File: src/rtl/game_ctrl_pkg.sv
// rtl/game_ctrl_pkg.sv - shared types, constants and helpers for the game controller
package game_ctrl_pkg;

  typedef enum logic [2:0] {
    IDLE  = 3'd0,
    WAIT  = 3'd1,
    DROP  = 3'd2,
    CHECK = 3'd3,
    SPAWN = 3'd4,
    OVER  = 3'd5
  } state_t;

  localparam int         COLS         = 10;
  localparam int         ROWS         = 20;
  localparam logic [3:0] PLAYER_START = 4'd5;
  localparam logic [7:0] LFSR_SEED    = 8'hA5;

  // Terminal tick count for a level; periods that shift down to 0 or 1 wait a single cycle.
  function automatic logic [31:0] tick_last(input int unsigned div, input logic [2:0] lvl);
    logic [31:0] period;
    period = 32'(div) >> lvl;
    return (period <= 32'd1) ? 32'd0 : period - 32'd1;
  endfunction

  function automatic logic [3:0] col_of(input logic [3:0] v);
    return (v >= 4'd10) ? v - 4'd10 : v;
  endfunction

endpackage

File: src/rtl/lfsr8.sv
// rtl/lfsr8.sv - free-running 8-bit Fibonacci LFSR, x^8+x^6+x^5+x^4+1
module lfsr8
  import game_ctrl_pkg::*;
(
  input  logic       CLK_50,
  input  logic       reset,
  output logic [7:0] q
);

  always_ff @(posedge CLK_50) begin
    if (reset) q <= LFSR_SEED;
    else       q <= {q[6:0], q[7] ^ q[5] ^ q[4] ^ q[3]};
  end

endmodule

File: src/rtl/game_ctrl.sv
// rtl/game_ctrl.sv - falling-block game sequencer: drop timing, spawning, player, scoring
module game_ctrl
  import game_ctrl_pkg::*;
#(
  parameter int TICK_DIV    = 2500000,
  parameter int SPAWN_EVERY = 3,
  parameter int COLS        = game_ctrl_pkg::COLS
) (
  input  logic        CLK_50,
  input  logic        reset,
  input  logic        start,
  input  logic        move_left,
  input  logic        move_right,
  input  logic        collide,
  output logic        drop_en,
  output logic        spawn_en,
  output logic [3:0]  spawn_col,
  output logic [3:0]  player_x,
  output logic [15:0] score,
  output logic [2:0]  level,
  output logic        game_over
);

  localparam logic [3:0]  X_MAX      = 4'(COLS - 1);
  localparam logic [15:0] SPAWN_LAST = 16'(SPAWN_EVERY - 1);

  state_t      state, state_n;
  logic [31:0] tick_cnt, tick_n;
  logic [15:0] spawn_cnt, spawn_n;
  logic [15:0] score_n;
  logic [3:0]  px_n;
  logic [2:0]  level_n;
  logic [7:0]  lfsr_q;

  lfsr8 u_lfsr (
    .CLK_50 (CLK_50),
    .reset  (reset),
    .q      (lfsr_q)
  );

  always_ff @(posedge CLK_50) begin
    if (reset) begin
      state     <= IDLE;
      tick_cnt  <= '0;
      spawn_cnt <= '0;
      player_x  <= PLAYER_START;
      score     <= '0;
      level     <= '0;
    end else begin
      state     <= state_n;
      tick_cnt  <= tick_n;
      spawn_cnt <= spawn_n;
      player_x  <= px_n;
      score     <= score_n;
      level     <= level_n;
    end
  end

  always_comb begin
    state_n   = state;
    tick_n    = tick_cnt;
    spawn_n   = spawn_cnt;
    px_n      = player_x;
    score_n   = score;
    level_n   = level;
    drop_en   = 1'b0;
    spawn_en  = 1'b0;
    spawn_col = 4'd0;
    case (state)
      IDLE, OVER: begin
        if (start) begin
          state_n = WAIT;
          tick_n  = '0;
          spawn_n = '0;
          score_n = '0;
          level_n = '0;
          px_n    = PLAYER_START;
        end
      end
      WAIT: begin
        if (tick_cnt >= tick_last(TICK_DIV, level)) begin
          tick_n  = '0;
          state_n = DROP;
        end else begin
          tick_n = tick_cnt + 32'd1;
        end
        // Simultaneous left+right cancels out.
        if (move_left && !move_right && player_x != 4'd0)
          px_n = player_x - 4'd1;
        else if (move_right && !move_left && player_x < X_MAX)
          px_n = player_x + 4'd1;
      end
      DROP: begin
        drop_en = 1'b1;
        state_n = CHECK;
      end
      CHECK: begin
        if (collide) begin
          state_n = OVER;
        end else begin
          if (score != 16'hFFFF) begin
            score_n = score + 16'd1;
            if (score_n[3:0] == 4'd0 && level != 3'd7) level_n = level + 3'd1;
          end
          if (spawn_cnt == SPAWN_LAST) begin
            spawn_n = '0;
            state_n = SPAWN;
          end else begin
            spawn_n = spawn_cnt + 16'd1;
            state_n = WAIT;
          end
        end
      end
      SPAWN: begin
        spawn_en  = 1'b1;
        spawn_col = col_of(lfsr_q[3:0]);
        state_n   = WAIT;
      end
      default: state_n = IDLE;
    endcase
  end

  assign game_over = (state == OVER);

endmodule

File: config.mk
export PLATFORM = sky130hd
export DESIGN_NAME = game_ctrl
export DESIGN_NICKNAME = d
export VERILOG_FILES = /design/src/rtl/game_ctrl_pkg.sv /design/src/rtl/lfsr8.sv /design/src/rtl/game_ctrl.sv
export SDC_FILE = /design/constraint.sdc
export NUM_CORES = 1
export LEC_CHECK = 0
export CAP_MARGIN = 20
export CORE_UTILIZATION = 40
export DETAILED_ROUTE_END_ITERATION = 8
export GPL_TIMING_DRIVEN = 1
export PLACE_DENSITY = 0.58
export SETUP_SLACK_MARGIN = 0.15
export SLEW_MARGIN = 20
export SYNTH_ARGS = -nofsm -noshare
export SYNTH_HDL_FRONTEND = slang
export SYNTH_HIERARCHICAL = 1
export SYNTH_SLANG_ARGS = --single-unit
File: constraint.sdc
create_clock -name CLK_50 -period 6.85 [get_ports CLK_50]
set_input_delay 1.37 -clock CLK_50 [delete_from_list [all_inputs] [get_ports CLK_50]]
set_output_delay 1.37 -clock CLK_50 [all_outputs]
set_load 0.05 [all_outputs]
# ---- Yosys cells after proc, flatten, opt, wreduce, memory -nomap -nowiden
# Index checks and enable logic that the tools add are counted.
dict set report word_totals {
  elab_cells 85
  reg_bits 82
}
dict set report classes {
  n_lt_le_gt_ge 4
  n_eq_ne 14
  n_shift 1
  bitwise 3
  addsub 8
  n_reduce_logical 19
  muxes 29
}
# cell count
set op_table {}
lappend op_table {{32-bit two-way mux} 3}
lappend op_table {{16-bit two-way mux} 5}
lappend op_table {{16-bit case mux with 2 select lines} 2}
lappend op_table {{32-bit case mux with 2 select lines} 1}
lappend op_table {{16-bit by 1-bit adder with 16-bit output (second input constant)} 2}
lappend op_table {{32-bit by 1-bit adder with 32-bit output (second input constant)} 1}
lappend op_table {{32-bit >= comparator} 1}
lappend op_table {{32-bit by 1-bit <= comparator with 1-bit output (second input constant)} 1}
lappend op_table {{22-bit by 3-bit >> shifter with 32-bit output (first input constant)} 1}
lappend op_table {{32-bit by 1-bit subtractor with 32-bit output (second input constant)} 1}
lappend op_table {{3-bit two-way mux} 8}
lappend op_table {{4-bit two-way mux} 5}
lappend op_table {{16-bit by 2-bit equality test with 1-bit output (second input constant)} 1}
lappend op_table {{16-bit != test (second input constant)} 1}
lappend op_table {{3-bit case mux with 5 select lines} 1}
lappend op_table {{2-bit != test (second input constant)} 5}
lappend op_table {{4-bit case mux with 2 select lines} 1}
lappend op_table {{3-bit by 2-bit equality test with 1-bit output (second input constant)} 2}
lappend op_table {{3-bit equality test (second input constant)} 2}
lappend op_table {{3-bit != test (second input constant)} 2}
lappend op_table {{3-bit case mux with 2 select lines} 1}
lappend op_table {{3-bit AND reduction} 2}
lappend op_table {{1-bit logical AND} 5}
lappend op_table {{5-bit AND reduction} 1}
lappend op_table {{17 further kinds} 23}

# ---- Logic depth before layout (Yosys ltp)
dict set report logic_depth {
  word_depth 7
  ltp_mapped 21
  mapped_depth_nobuf 19
}

# ---- Modules after synthesis
# Netlist, hierarchy kept.
# module n_inst seq_area_each_um2 cells_per_inst area_each_um2
set by_module_without_submodules {}
lappend by_module_without_submodules {game_ctrl 1 1481.4 645 5038.6}
lappend by_module_without_submodules {lfsr8 1 160.2 19 236.5}

# ---- Least setup slack after synthesis
# OpenSTA, ideal clock, no wires.
dict set report synth_timing {
  kind {register -> register}
  startpoint {register level[2]}
  endpoint {register tick_cnt[13]}
  period_less_slack_ns 4.718
  n_path_buf 4
  required_ns 6.708
  arrival_time_ns 4.576
  setup_ns 0.142
  path_slack_ns 2.132
  stages_incl_launch_ff 20
  cell_sequence {dfxtp_1 -> clkbuf_1 -> clkbuf_1 -> clkbuf_1 -> nand2_1 -> ha_1 -> nand2b_1 -> nand3_1 -> nand2_1 -> and2_1 -> a31o_2 -> ha_1 -> nand4_1 -> or4_1 -> or4_1 -> nand3_1 -> a31o_2 -> nand2b_1 -> buf_4 -> o311ai_0}
}
dict set report synth_between {
  elab_chain_cells 6
  word_cells_on_any_way 7
  classes_between {add/sub (1); order compare (2); shift (1); mux (3)}
}
# element line
set synth_rtl {}
lappend synth_rtl {{from (decl)} game_ctrl.sv:20} ;# output logic [2:0] level,
lappend synth_rtl {{from (signal assigned)} game_ctrl.sv:55} ;# level <= level_n;
lappend synth_rtl {{22-bit by 3-bit >> shifter with 32-bit output (*)} game_ctrl_pkg.sv:21} ;# period = 32'(div) >> lvl;
lappend synth_rtl {{32-bit by 1-bit subtractor with 32-bit output or 32-bit by 1-bit <= comparator with 1-bit output (tied branches)} game_ctrl_pkg.sv:22} ;# return (period <= 32'd1) ? 32'd0 : period - 32'd1;
lappend synth_rtl {{32-bit two-way mux (*)} game_ctrl_pkg.sv:22}
lappend synth_rtl {{32-bit >= comparator (*)} game_ctrl.sv:81} ;# if (tick_cnt >= tick_last(TICK_DIV, level)) begin
lappend synth_rtl {{32-bit two-way mux (*)} game_ctrl.sv:81}
lappend synth_rtl {{32-bit case mux with 2 select lines (*)} game_ctrl.sv:69} ;# case (state)
lappend synth_rtl {{to (signal assigned)} game_ctrl.sv:51} ;# tick_cnt <= tick_n;
lappend synth_rtl {{to (decl)} game_ctrl.sv:28} ;# logic [31:0] tick_cnt, tick_n;
# Mark *: on every way between the ends. The rest lies on a longest branch, timed or not.
# A chain may end at the register's enable or synchronous reset.

# ---- Worst setup path after layout
dict set report layout_timing {
  startpoint {register level[2]}
  endpoint {register tick_cnt[9]}
}
# Same word-level chain as after synthesis.

==> impl_metrics.yaml <==
route:
  drc: 0
  viasPerCell: 5.340
  wire_per_inst_um: 13.93
  drt_pass1_iterations: 5
  drt_iter0_drc: 263
  ant_nets: 0
  drt_wl_total_um: 12210
  num_vias: 4678
finish:
  diodes: 0
  fillers: 1277
  fin_cells: 876
  drive_above_1_share_pct: 4.972
  area_growth_pct: 15.73
  nNetsFinal: 755
synth:
  synth_top_cell_by_area: "dfxtp_1"
  synth_top_family_by_area: "simple AND/OR/NAND/NOR gates"
  synth_enable_flop_cells: 0
  synth_cells: 664
  synth-seq-cells: 82
  synth_area_leaders: "dfxtp_1 (31%), ha_1 (11%), nor2_1 (5.6%)"
  synth_adder_area_share_pct: 11.76
  synth_mux_area_share_pct: 0.5693
  synth_xor_area_share_pct: 8.634
  yosysSeqAreaShare_pct: 31.12
  avgSynthCellArea_um2: 7.944
  yosys.area.top_type_share_pct: 31.12
  synth_top_flop_cell: "dfxtp_1"
  netlist_area_um2: 5275
  yosys.area_share.simple_pct: 30.05
  yosys_warnings: 6
  synth_compound_area_share_pct: 14.47
  yosys.cell_types.count: 62
  ys_async_sr_fraction_pct: 0
timing:
  setup_violations: 0
  tightest_slew_ps: 951.0
  fin_skew_ps: 5.829
  grt_setup_unrepaired: "false"
  final_hold_viol_count: 0
  drv_slew: 0
  period_needed_ps: 4971
  max_slew_margin_pct: 36.51
  min_period_over_period_pct: 72.57
  fin_tns_setup_ps: 0
  max_freq_ghz: 0.2012
global_routing:
  gr-total-overflow: 0
  grt_pass1_wl_um: 20460
  grt_pass1_vias: 4210
  grt.total_usage_pct: 19.15
  antenna_found_initial: 0
  grt_max_degree: 35
flow_run:
  cap_viol_max_count: 0
clock_tree:
  cts.sinks: 82
  cts.clk_slew.worst_paths_ps: 60
  cts_max_level: 3
  cts_tree: "done"
  cts_buffer_depth: 2
  cts_setup_buffers: 0
  cts_hold_buf: 0
  numCtsBuffers: 9
  ctsResizeCount: 0
  clk_latency_ps: 340
  cts_root_buf: "clkbuf_16"
setup_path:
  critPathArrivalTime_ps: 5160
  cp_data_required_time_ps: 7040
  r2r_setup_slack_ps: 1880
  criticalPathCategory: "reg -> reg"
  cp_max_fo: 34
  rr_startpoint: "level[2]$_SDFFE_PP0P_"
  start_kind: "flop"
  end_kind: "flop"
  r2r_cells: 15
  r2r-end: "tick_cnt[9]$_SDFFE_PP0P_"
floorplanning:
  core-area_um2: 12720
  die_w_um: 116.8
  io_pins: 36
  num_rows: 41
  dieArea_um2: 13650
  initial_utilization_pct: 41.46
  die_h_um: 116.8
pwr:
  ir_drop_uv: 133.6
  leakage_uw: 0.002283
  powerDensity_nw_per_um2: 209.6
worst_hold_path:
  whs_endpoint: "u_lfsr/q[7]$_SDFF_PP1_"
  hp-class: "reg -> reg"
  hold_path_depth: 1
  min_from: "u_lfsr/q[6]$_SDFF_PP0_"
placed_design:
  hpwl_um: 9024
  port-buffer-count: 35
  routabilityCongestion: 0.8412
  placed_cells: 861
status:
  status: "complete, no violations"
layout by cell type, fill, tap and decap left out, types with 23 or more instances in the layout:
master and count:
nor3_1 23, nand2_1 66, clkdlybuf4s50_1 35, nor2_1 79, dfxtp_1 82, xor2_1 28
a21oi_1 34, ha_1 48, xnor2_1 24, nand3_1 42
kinds of logic after synthesis:
family,after synthesis
adders and majority gates,49
AOI/OAI and AO/OA,117
xor gates and xnor gates,52
muxes,3
buffers and inverters,45
and+or+nand+nor,315
other,1
DFF,82
through the flow:
stage / setup WS [ps] / power, uW / hold WS [ps] / instance area [um^2] / utilization [%]
after CTS: 1933 / 1294 / 424.1 / 6105 / 47.98
final: 1879 / 1279 / 420.6 / 6105 / 47.98
after global routing: 1507 / 1352 / 443.5 / 6105 / 47.98
after detailed placement: 1973 / 812.8 / 402.2 / 5818 / 45.73
after floorplan: 2132 / 736.7 / 389.5 / 5309 / -
after global placement: 2178 / 807.7 / 397.4 / 5818 / 45.73
where the power goes:
group / internal, uW / switching (uW) / leakage, uW
sequential: 497 / 36.6 / 0.000664
clock: 289 / 187 / 0.000142
combinational: 94.3 / 175 / 0.00148
worst max path at each step:
stage | start | end | cells past startpoint
after floorplan | level[2]$_SDFFE_PP0P_ | tick_cnt[13]$_SDFFE_PP0P_ | 19
after global placement | level[2]$_SDFFE_PP0P_ | tick_cnt[8]$_SDFFE_PP0P_ | 15
after detailed placement | level[2]$_SDFFE_PP0P_ | tick_cnt[10]$_SDFFE_PP0P_ | 15
after CTS | level[2]$_SDFFE_PP0P_ | tick_cnt[9]$_SDFFE_PP0P_ | 15
after global routing | level[2]$_SDFFE_PP0P_ | tick_cnt[9]$_SDFFE_PP0P_ | 16
final | level[2]$_SDFFE_PP0P_ | tick_cnt[9]$_SDFFE_PP0P_ | 15
area by class of cell:
| class | instances | area, um^2 | area share, % |
|---|---|---|---|
| tap | 172 | 215.2 | 3.525 |
| clock inverter | 3 | 40.04 | 0.6559 |
| sequential | 82 | 1642 | 26.89 |
| clock buffer | 12 | 246.5 | 4.038 |
| multi-input combinational | 546 | 3498 | 57.31 |
| inverter | 22 | 82.58 | 1.353 |
| timing repair buffer | 39 | 380.4 | 6.231 |
critical path, cell delays in order, from the launching register on:
cell      delay (ps)
dfxtp_1          950
nand2b_1         290
ha_1             320
nand2b_1         150
nand3_1           90
nand2_1           80
and2_1           210
a31o_2           260
ha_1             290
nand4_1          120
or4_1            540
or4_1            410
nand3_1          140
a31o_2           230
nand2b_1         500
o311ai_0         230
flip-flops by register name, indices dropped and copies added (netlist names):
name / cells
tick_cnt: 32
score: 16
spawn_cnt: 16
u_lfsr/q: 8
player_x: 4
level: 3
state: 3
cells in the mapped netlist (all sizes together) (8+ instances only):
library cell,instances
nand2,67
xnor2,24
a21oi,35
dfxtp,82
nand2b,19
inv,21
nand3,42
nor2,80
o21ai,22
xor2,28
clkbuf,19
o311ai,10
or2,8
nor3,23
a21o,10
ha,48
nor2b,10
nand4,22
metal layers:
| metal | global-route usage, % | vias up | wire length, um |
|---|---|---|---|
| met5 | 0 | - | 0 |
| li1 | - | 2430 | - |
| met3 | 2.317 | 13 | 277 |
| met4 | 7.848 | 0 | 210 |
| met2 | 30.89 | 49 | 5680 |
| met1 | 25.98 | 2186 | 6036 |
No activity file was read; power rests on OpenSTA's default activity.
